--- src/rtl/zone_if.sv ---
// zone_if: request/permit inputs and valve/pump drive outputs of the zone scheduler.
interface zone_if #(parameter int N_ZONES = 4, parameter int CNT_W = 8);
  localparam int IW = $clog2(N_ZONES);
  logic [N_ZONES-1:0] req;
  logic               enable;
  logic [CNT_W-1:0]   max_on;
  logic [N_ZONES-1:0] valve;
  logic               pump;
  logic               busy;
  logic [IW-1:0]      active_zone;
  logic               timeout;
  modport master(output req, enable, max_on, input valve, pump, busy, active_zone, timeout);
  modport slave(input req, enable, max_on, output valve, pump, busy, active_zone, timeout);
endinterface

--- src/rtl/zone_scheduler.sv ---
// zone_scheduler: round-robin grant of one shared pump to N_ZONES valves with settle and run-time limit.
module zone_scheduler #(
  parameter int N_ZONES = 4,
  parameter int CNT_W   = 8,
  parameter int SETTLE  = 2
) (
  input logic   clk,
  input logic   reset,
  zone_if.slave zif
);
  localparam int IW = $clog2(N_ZONES);
  localparam int SW = $clog2(SETTLE + 1);
  typedef enum logic [1:0] {IDLE, OPEN, WATER, CLOSE} state_t;
  state_t             state_q, state_d;
  logic [IW-1:0]      last_q, last_d, act_q, act_d, win, cand;
  logic [N_ZONES-1:0] valve_q, valve_d;
  logic               pump_q, pump_d, to_q, to_d, busy_q, busy_d, hold;
  logic [SW-1:0]      set_q, set_d;
  logic [CNT_W-1:0]   run_q, run_d, max_q, max_d;
  always_comb begin
    win = last_q;
    cand = '0;
    // Descending scan so the nearest zone after last wins.
    for (int i = N_ZONES; i >= 1; i--) begin
      cand = IW'((int'(last_q) + i) % N_ZONES);
      if (zif.req[cand]) win = cand;
    end
    hold = zif.req[act_q] && zif.enable;
    state_d = state_q;
    last_d = last_q;
    act_d = act_q;
    valve_d = valve_q;
    pump_d = 1'b0;
    to_d = 1'b0;
    set_d = set_q;
    run_d = run_q;
    max_d = max_q;
    case (state_q)
      IDLE:
        if (zif.enable && zif.max_on != '0 && zif.req != '0) begin
          state_d = OPEN;
          last_d = win;
          act_d = win;
          valve_d = N_ZONES'(1) << win;
          max_d = zif.max_on;
          set_d = SW'(SETTLE - 1);
        end
      OPEN:
        if (!hold) begin
          state_d = IDLE;
          valve_d = '0;
          act_d = '0;
          set_d = '0;
        end else if (set_q == '0) begin
          state_d = WATER;
          pump_d = 1'b1;
          run_d = CNT_W'(1);
        end else set_d = set_q - 1'b1;
      WATER:
        if (run_q == max_q || !hold) begin
          state_d = CLOSE;
          to_d = run_q == max_q;
          set_d = SW'(SETTLE - 1);
          run_d = '0;
        end else begin
          pump_d = 1'b1;
          run_d = run_q + 1'b1;
        end
      default:
        if (set_q == '0) begin
          state_d = IDLE;
          valve_d = '0;
          act_d = '0;
        end else set_d = set_q - 1'b1;
    endcase
    busy_d = state_d != IDLE;
  end
  always_ff @(posedge clk or posedge reset)
    if (reset) begin
      state_q <= IDLE;
      last_q <= IW'(N_ZONES - 1);
      act_q <= '0;
      valve_q <= '0;
      pump_q <= 1'b0;
      to_q <= 1'b0;
      busy_q <= 1'b0;
      set_q <= '0;
      run_q <= '0;
      max_q <= '0;
    end else begin
      state_q <= state_d;
      last_q <= last_d;
      act_q <= act_d;
      valve_q <= valve_d;
      pump_q <= pump_d;
      to_q <= to_d;
      busy_q <= busy_d;
      set_q <= set_d;
      run_q <= run_d;
      max_q <= max_d;
    end
  assign zif.valve = valve_q;
  assign zif.pump = pump_q;
  assign zif.busy = busy_q;
  assign zif.active_zone = act_q;
  assign zif.timeout = to_q;
endmodule

--- src/flat_wrapper.sv ---
// flat-port wrapper written by rule: the top's interface ports become plain ports
module zone_scheduler_flat 
#(
  parameter int N_ZONES = 4,
  parameter int CNT_W   = 8,
  parameter int SETTLE  = 2
)
  (clk, reset, zif_req, zif_enable, zif_max_on, zif_valve, zif_pump, zif_busy, zif_active_zone, zif_timeout);
  zone_if #(.N_ZONES(N_ZONES), .CNT_W(CNT_W)) zif_i ();
  input logic clk;
  input logic reset;
  input wire logic [$bits(zif_i.req)-1:0] zif_req;
  input wire logic [$bits(zif_i.enable)-1:0] zif_enable;
  input wire logic [$bits(zif_i.max_on)-1:0] zif_max_on;
  output wire logic [$bits(zif_i.valve)-1:0] zif_valve;
  output wire logic [$bits(zif_i.pump)-1:0] zif_pump;
  output wire logic [$bits(zif_i.busy)-1:0] zif_busy;
  output wire logic [$bits(zif_i.active_zone)-1:0] zif_active_zone;
  output wire logic [$bits(zif_i.timeout)-1:0] zif_timeout;
  assign zif_i.req = zif_req;
  assign zif_i.enable = zif_enable;
  assign zif_i.max_on = zif_max_on;
  assign zif_valve = zif_i.valve;
  assign zif_pump = zif_i.pump;
  assign zif_busy = zif_i.busy;
  assign zif_active_zone = zif_i.active_zone;
  assign zif_timeout = zif_i.timeout;
  zone_scheduler #(.N_ZONES(N_ZONES), .CNT_W(CNT_W), .SETTLE(SETTLE)) u_core (.clk(clk), .reset(reset), .zif(zif_i));
endmodule
--- config.mk ---
export PLATFORM = sky130hd
export DESIGN_NAME = zone_scheduler_flat
export DESIGN_NICKNAME = d
export VERILOG_FILES = /design/src/rtl/zone_if.sv /design/src/rtl/zone_scheduler.sv /design/src/flat_wrapper.sv
export SDC_FILE = /design/constraint.sdc
export NUM_CORES = 1
export LEC_CHECK = 0
export ABC_CLOCK_PERIOD_IN_PS = 1700
export CAP_MARGIN = 10
export CORE_MARGIN = 10
export CORE_UTILIZATION = 50
export CTS_BUF_LIST = sky130_fd_sc_hd__clkbuf_8
export CTS_CLUSTER_SIZE = 40
export DETAILED_ROUTE_END_ITERATION = 6
export PLACE_DENSITY = 0.77
export SLEW_MARGIN = 20
export SYNTH_ARGS = -nofsm -noshare
export SYNTH_HDL_FRONTEND = slang
export SYNTH_SLANG_ARGS = --single-unit
--- constraint.sdc ---
create_clock -name clk -period 1.7 [get_ports clk]
set_input_delay 0.34 -clock clk [delete_from_list [all_inputs] [get_ports clk]]
set_output_delay 0.34 -clock clk [all_outputs]
set_load 0.01 [all_outputs]
# Word-level counts from Yosys, hierarchy flattened

Index checks and enable logic that the tools add are counted.

Memory bits (read-only): 0
Memories: 0
Output and inout bits: 9
Latch bits: 0
Bits in writable memories: 0
Flip-flop bits (word level): 31

Add/sub/neg operators: 6
Bitwise operators: 1
Shifts and indexed selects: 1
Reductions and logical operators: 16
Multiplexer cells: 43
$mul: 0
Equal/unequal tests: 8
Div/mod/pow operators: 0
Magnitude comparators: 5

Operator list:

| kind                                               | number |
|---|---|
| two-way mux 2 bit                                  | 16 |
| two-way mux 8 bit                                  | 3 |
| one-hot mux 2 bit (3 select lines)                 | 3 |
| one-hot mux 8 bit (2 select lines)                 | 1 |
| < comparator 2 x 3 -> 1 bit, second input constant | 5 |
| two-way mux 4 bit                                  | 3 |
| one-hot mux 4 bit (3 select lines)                 | 1 |
| binary-select mux 1 bit (select 2 bit)             | 5 |
| two-way mux 1 bit                                  | 10 |
| adder 8 x 1 -> 8 bit, second input constant        | 1 |
| equality test 8 bit                                | 1 |
| != test 2 x 1 -> 1 bit, second input constant      | 4 |
| nonzero test 8 bit                                 | 1 |
| adder 2 x 1 -> 2 bit, second input constant        | 2 |
| adder 2 bit, second input constant                 | 2 |
| zero test 2 bit                                    | 2 |
| AND reduction 2 bit                                | 2 |
| AND reduction 4 bit                                | 1 |
| nonzero test 2 bit                                 | 2 |
| nonzero test 4 bit                                 | 1 |
| << shifter 1 x 2 -> 4 bit, first input constant    | 1 |
| logical AND 1 bit                                  | 3 |
| AND reduction 3 bit                                | 1 |
| nonzero test 3 bit                                 | 1 |
| other kinds (8)                                    | 8 |

# Depth between registers and ports, before layout

Gate-level depths: netlist of the first run.

Depth after elaboration: 10
Mapped depth: 8
Gate-level depth less buffers: 7

# Worst setup path after synthesis of the first run

No wires, ideal clock.

Path kind: register -> register
Start point: register u_core.state_q[0]
End point: register u_core.valve_q[0] (netlist: u_core.zif.valve[0])
Library setup time: 0.110 ns
Stages on the path, launching flop included: 8
Data arrival time: 1.711 ns
Setup slack: -0.121 ns
Cell sequence: dfrtp_1 inv_1 ha_1 clkbuf_1 nor3_1 a2111o_1 buf_2 o41ai_1

Word-level cells in the longest chain between the ends: 3
Elaborated cells between the ends (all ways): 9
Classes of those cells: 4 x eq/ne; 1 x mux; 1 x bitwise; 3 x reduce/logical

Ends and longest elaborated chain:

| element                                                | line                 | text |
|---|---|---|
| start: declaration                                     | zone_scheduler.sv:14 | `state_t state_q, state_d;` |
| start signal: assignment                               | zone_scheduler.sv:91 | `state_q <= state_d;` |
| equality test 2 x 1 -> 1 bit (tied with other cells)   | zone_scheduler.sv:38 | `case (state_q)` |
| != test 2 bit (no source line) (tied with other cells) | n/a                  |  |
| AND reduction 4 bit (no source line)                   | n/a                  |  |
| end signal: assignment                                 | zone_scheduler.sv:94 | `valve_q <= valve_d;` |
| end: declaration                                       | zone_scheduler.sv:16 | `logic [N_ZONES-1:0] valve_q, valve_d;` |

Parallel ways exist; a longest one is shown, timed or not.
A chain may end at the register's enable or synchronous reset.

# Worst setup path in the final report of the first run

Start point: register u_core.act_q[0] (netlist: u_core.zif.active_zone[0])
End point: register u_core.set_q[0]

Word-level cells in the longest chain between the ends: 7
Elaborated cells between the ends (all ways): 9
Classes of those cells: 1 x eq/ne; 4 x mux; 4 x reduce/logical

Ends and longest elaborated chain:

| element                                   | line                 | text |
|---|---|---|
| start: declaration                        | zone_scheduler.sv:15 | `logic [IW-1:0] last_q, last_d, act_q, act_d, win, cand;` |
| start signal: assignment                  | zone_scheduler.sv:93 | `act_q <= act_d;` |
| binary-select mux 1 bit (select 2 bit) *  | zone_scheduler.sv:28 | `hold = zif.req[act_q] && zif.enable;` |
| two-way mux 1 bit (not written as such) * | zone_scheduler.sv:28 |  |
| logical AND 1 bit *                       | zone_scheduler.sv:28 |  |
| zero test 1 bit                           | n/a                  |  |
| logical OR 1 bit                          | zone_scheduler.sv:60 | `if (run_q == max_q \|\| !hold) begin` |
| != test 2 x 1 -> 1 bit (no source line)   | n/a                  |  |
| AND reduction 2 bit (no source line)      | n/a                  |  |
| end signal: assignment                    | zone_scheduler.sv:98 | `set_q <= set_d;` |
| end: declaration                          | zone_scheduler.sv:18 | `logic [SW-1:0] set_q, set_d;` |

Every way passes the cells marked *; elsewhere a longest branch is shown, timed or not. The select of a mux whose other input is x is not followed.

==> run metrics, run 1 <==
outcome complete, but fails checks; most instantiated cells after synthesis 29 x dfrtp_1, 15 x nand2_1, 14 x nor2_1, 12 x inv_1, 9 x mux2_1; leading register cell type out of synthesis dfrtp_1; Worst-path clk slew 70 ps; CTS Root Cell clkbuf_8; post-synthesis xor/xnor area fraction 4.070%; Synth Area in Simple Gates 14.03%; initial antenna violation count 0; Hold/Removal Path Class in2async; n_diodes 0; vias 1,742; synthesized area 1722 um2; final hold vios 0; max-slew violations 0; CP max FO 5; CTS sink cnt 31; largest net degree at the start of global routing 22; Die H 78.68 um; CTS tree yes; DIE WIDTH 78.68 um; post-synthesis mux area share 8.285%; Tot GR Track Use 19.04%; Slew @ Worst Pin 497.7 ps; violated checks design-rule violations, negative setup slack; Longest Clk Path Bufs 2; port buffer count 23; antenna-violating nets left 0; flops & latches, synth 31; clock latency on the worst-skew pair 290 ps; fraction of the yosys area taken by sequential cells 45.20%; WP data required 1870 ps; skew final 5.050 ps; Switching Fraction 39.41%; max-cap violation count 0; drc violations 2; CTS Buf Count 5; starting density of the core 51.59%; first-pass GRT wire length 9204 um; YS warnings 0; Fmax 548.1 MHz; vias per cell 6.028; Critical Path Start Type register; layout cells sized above 1 37.86%; synthesized netlist cell count 171; number of global-route vias before repair 1,795; Cell Rows 21; CP endpoint kind register; adder and majority gate portion of the synthesized area 3.634%; drt total wl 5861 um; Leak 1.201 nW; Pwr Density 1636 nW/um2; Total Nets Final 262; number of enable flip-flop cells after synthesis 0; Yosys cell types 42; core box area 3337 um2; Area growth syn-to-layout 58.28%; Async SR Flop Fraction 100.0%; Fin Hold WS 365.2 ps; RSZ-0062 raised after global routing yes; Comb pwr share 55.5%; Worst Path Arrival 1990 ps; Reg power frac 27.2%; slew margin rel. 66.78%; full die area 6191 um2; H-tree depth 2; count of hold buffers inserted by post-cts repair 0; internal power 2.702 mW; wire length per cell 20.28 um; Net Switching 1.758 mW; io pins 24; TritonRoute pass-1 iters 7; dpl hpwl 3600 um; VDD IR max 1.206 mV; synthesized area per cell 10.07 um2; Final Wtd Congestion 0.9176; Mapped Nets 191; Tcrit/Tclk final 107.3%; largest family of logic cells by synthesized area compound AO/OA/AOI/OAI gates; Tmin final 1824 ps; Crit Path Class reg2reg; Synth Area in Compound Gates 20.49%; post-synth top area share 42.15%; Final Setup Violations 19; Post-Route Utilization 81.66%; Clock power frac 17.3%; drt initial violations 261; top-count cell post-synth dfrtp_1; post-route setup slack -124.4 ps; Synth area leaders dfrtp_1 42%, mux2_1 5.9%, xnor2_1 4.1%, ha_1 3.6%, a22o_1 3.6%; GRT overflow 0; area leader, netlist dfrtp_1
## cell type report
class / count / area, um2
Fill cell: 198 / 611.8
Clock buffer: 6 / 82.58
Multi-Input combinational cell: 124 / 1120
Sequential cell: 31 / 779.5
Tap cell: 46 / 57.56
Inverter: 12 / 45.04
Clock inverter: 2 / 35.03
Timing Repair Buffer: 68 / 605.6
## cell families (layout without fill, tap and decap cells)
kind of cell / Yosys count / count (layout)
AO/OA/AOI/OAI: 45 / 47
flip-flops: 31 / 31
XOR/XNOR: 8 / 8
adder cells (fa/ha/maj): 5 / 5
multiplexers: 13 / 13
AND/OR/NAND/NOR: 51 / 51
buffers and inverters: 18 / 88
## cells in the final DEF, fill, tap and decap left out, drive strengths merged, types with 2 or more instances in the layout
| master | count |
|---|---|
| a2111o | 2 |
| a21o | 2 |
| a21oi | 6 |
| a221o | 2 |
| a22o | 7 |
| a31oi | 5 |
| and3 | 2 |
| buf | 45 |
| clkbuf | 6 |
| clkdlybuf4s50 | 8 |
| dfrtp | 29 |
| dfstp | 2 |
| dlygate4sd2 | 14 |
| ha | 5 |
| inv | 12 |
| mux2 | 10 |
| mux2i | 3 |
| nand2 | 15 |
| nand2b | 2 |
| nand3 | 4 |
| nor2 | 15 |
| nor2b | 3 |
| nor3 | 3 |
| nor4 | 4 |
| o21ai | 4 |
| o21bai | 3 |
| o22ai | 4 |
| o31ai | 2 |
| o41ai | 3 |
| xnor2 | 8 |
## path summary, 6_finish.rpt
path                       slack (ps)                  end  cells past startpoint                      start
hold reg to reg                   510  u_core.zif.valve[1]                      2        u_core.zif.valve[1]
min in group clk                  440      u_core.max_q[4]                      2              zif_max_on[4]
hold / removal                    370  u_core.zif.valve[0]                      2                      reset
max in group asynchronous         860      u_core.run_q[6]                      3                      reset
setup reg to reg                 -120      u_core.set_q[0]                      7  u_core.zif.active_zone[0]
setup / recovery                 -120      u_core.set_q[0]                      7  u_core.zif.active_zone[0]
## per-stage QoR
stage | power (mW) | setup WS [ps] | std cells | TNS [ps] | instance area [um2]
6_report | 4.459 | -124.4 | 289 | -1259 | 2725
3_3_place_gp | 3.134 | -472.8 | 271 | -12040 | 2389
2_1_floorplan | 2.415 | 7.495 | 171 | 0 | 1824
4_1_cts | 4.265 | -99.40 | 285 | -920.3 | 2618
3_5_place_dp | 3.245 | -576.2 | 271 | -13950 | 2389
5_1_grt | 4.666 | -248.2 | 289 | -2935 | 2725
## metal layers
metal | vias to the layer above | share of wire [%] | GRT usage, %
met5 | - | 0 | 0
met4 | 0 | 3.7 | 10.93
met3 | 26 | 7.6 | 6.720
met2 | 106 | 50 | 31.25
met1 | 835 | 39 | 20.91
li1 | 775 | - | -
## critical path, stage by stage, from the launching register on
cell and delay, ps:
dfrtp_2 480, mux2i_4 240, o22ai_4 300, o311ai_4 220, buf_4 190, buf_6 120
a21oi_2 100, a31oi_1 50
## repair_timing
action,CTS,global route
buffers inserted,4,4
resized for setup,28,19
pin swaps,23,6
gates cloned,2,0
endpoints found under the setup margin,29,30
## flip-flops by register name, summed over array words and instances, names as in the netlist
signal and count:
u_core.last_q 2, u_core.max_q 8, u_core.run_q 8, u_core.set_q 2, u_core.state_q 2, u_core.zif.active_zone 2, u_core.zif.busy 1, u_core.zif.pump 1
u_core.zif.timeout 1, u_core.zif.valve 4
## power by group through the flow
| stage | clock network [mW] | registers (mW) | logic [mW] |
|---|---|---|---|
| floorplan | 0 | 1.19 | 1.23 |
| global placement | 0 | 1.19 | 1.95 |
| detailed placement | 0 | 1.21 | 2.04 |
| CTS | 0.776 | 1.20 | 2.29 |
| global route | 0.805 | 1.24 | 2.62 |
| finish | 0.770 | 1.21 | 2.48 |
Power figures use the tool's default switching activity.
==> run 2, diff against run 1 <==
--- a/config.mk
+++ b/config.mk
@@ -8,11 +8,11 @@
 export ABC_CLOCK_PERIOD_IN_PS = 1700
 export CAP_MARGIN = 10
 export CORE_MARGIN = 10
-export CORE_UTILIZATION = 50
-export CTS_BUF_LIST = sky130_fd_sc_hd__clkbuf_8
+export CORE_UTILIZATION = 49
+export CTS_BUF_LIST = sky130_fd_sc_hd__clkbuf_16
 export CTS_CLUSTER_SIZE = 40
 export DETAILED_ROUTE_END_ITERATION = 6
-export PLACE_DENSITY = 0.77
+export PLACE_DENSITY = 0.76
 export SLEW_MARGIN = 20
 export SYNTH_ARGS = -nofsm -noshare
 export SYNTH_HDL_FRONTEND = slang
==> run metrics, run 2 (synthesis gave the netlist of run 1 again) <==
outcome complete, but fails checks; violated checks negative setup slack; VDD IR max 1.094 mV; Die H 79.28 um; Placed Instances 273; Net Switching 1.819 mW; Leak 1.230 nW; post-route setup slack -150.8 ps; critical-path cell list mux2i_4 -> o32ai_4 -> buf_6 -> nor2_2 -> o32a_1 -> a31oi_1; CP max stage cell dfrtp_2; Tcrit/Tclk final 108.9%; worst slack at placement -552.0 ps; Clock power frac 17.7%; CTS Buf Count 5; max-slew violations 0; CTS sink cnt 31; Final Instance Area 2753 um2; dpl hpwl 3658 um; Cell Rows 21; Worst Path Arrival 2050 ps; final hold vios 0; core box area 3363 um2; vias per cell 6.167; Non-Filler Instances 288; Total Nets Final 260; starting density of the core 51.19%; R2R Path Start u_core.zif.active_zone[0]; Reg power frac 26.0%; Final Setup Violations 16; drc violations 0; max-cap violation count 0; Worst-path clk slew 50 ps; wire length per cell 20.69 um; Switching Fraction 38.80%; Crit Path Class reg2reg; Tmin final 1851 ps; antenna-violating nets left 0; DIE WIDTH 79.28 um; Comb pwr share 56.2%; vias 1,776; slowest stage delay, CP 470 ps; Final Wtd Congestion 0.9553; clock latency on the worst-skew pair 280 ps; Critical Path Start Type register; layout cells sized above 1 40.25%; most frequent cells in the layout 37 x buf_4, 27 x dfrtp_1, 14 x nand2_1, 14 x dlygate4sd2_1, 12 x nor2_1; Tot GR Track Use 17.60%; TritonRoute pass-1 iters 5; number of global-route vias before repair 1,728; commonest non-fill, non-tap cell in the layout buf_4; RSZ-0062 raised after global routing yes; H-tree depth 2; CP max FO 5; Fmax 540.3 MHz; slew margin rel. 71.46%; drt total wl 5960 um; full die area 6285 um2; largest net degree at the start of global routing 24; first-pass GRT wire length 8542 um; Fin Hold WS 353.0 ps; CTS tree yes; count of hold buffers inserted by post-cts repair 0; Hold/Removal Path Class in2async; WP data required 1900 ps; skew final 4.050 ps; Area growth syn-to-layout 59.88%; CTS Root Cell clkbuf_16; initial antenna violation count 1; port buffer count 23; io pins 24; Placed Area 2404 um2; CP endpoint kind register; GRT overflow 0; internal power 2.870 mW; Longest Clk Path Bufs 2; crit path launch u_core.zif.active_zone[0]; Pwr Total 4.690 mW; drt initial violations 231; Slew @ Worst Pin 427.7 ps; Pwr Density 1704 nW/um2
[run 2: worst max-delay path, delay by kind of cell, from the launching register on]
| kind | cells | cell delay (ps) |
|---|---|---|
| AOI/OAI and AO/OA | 3 | 840 |
| DFF | 1 | 470 |
| muxes | 1 | 240 |
| buffers and inverters | 1 | 180 |
| and+or+nand+nor | 1 | 40 |
[run 2: layer usage]
metal / wire length, um / vias up / GRT usage, %
met5: 0 / - / 0
li1: - / 779 / -
met2: 2934 / 119 / 29.12
met1: 2224 / 851 / 18.83
met4: 300 / 0 / 12.01
met3: 501 / 27 / 5.518
[run 2: what timing repair did]
action	CTS	global route
resized for setup	28	23
setup buffers	1	3
endpoints found under the setup margin	30	23
gates cloned	2	0
pin swaps	22	10
[run 2: power groups by stage]
stage / registers, mW / logic [mW] / clock network [mW]
2_1_floorplan: 1.19 / 1.23 / 0
3_3_place_gp: 1.19 / 1.97 / 0
3_5_place_dp: 1.21 / 2.06 / 0
4_1_cts: 1.20 / 2.30 / 0.836
5_1_grt: 1.25 / 2.76 / 0.869
6_report: 1.22 / 2.64 / 0.832
[run 2: through the flow]
step           utilization [%]  TNS, ps
2_1_floorplan                -        0
3_3_place_gp             71.47   -11520
3_5_place_dp             71.47   -13690
4_1_cts                  78.27   -612.3
5_1_grt                  81.85    -2078
6_report                 81.85    -1594
[run 2: area by class of cell]
class | instances | area, um2
Antenna cell | 1 | 2.502
Clock buffer | 5 | 125.1
Clock inverter | 3 | 12.51
Fill cell | 194 | 610.6
Inverter | 12 | 45.04
Multi-Input combinational cell | 124 | 1145
Sequential cell | 31 | 780.7
Tap cell | 46 | 57.56
Timing Repair Buffer | 66 | 584.3
[run 2: path summary, 6_finish.rpt]
check / slack [ps] / cells past startpoint / to
max in group asynchronous: 870 / 3 / u_core.state_q[0]
max reg2reg: -150 / 6 / u_core.set_q[0]
min in group clk: 470 / 2 / u_core.max_q[3]
min reg2reg: 510 / 2 / u_core.zif.valve[0]
min: 350 / 2 / u_core.zif.valve[2]
max: -150 / 6 / u_core.set_q[0]
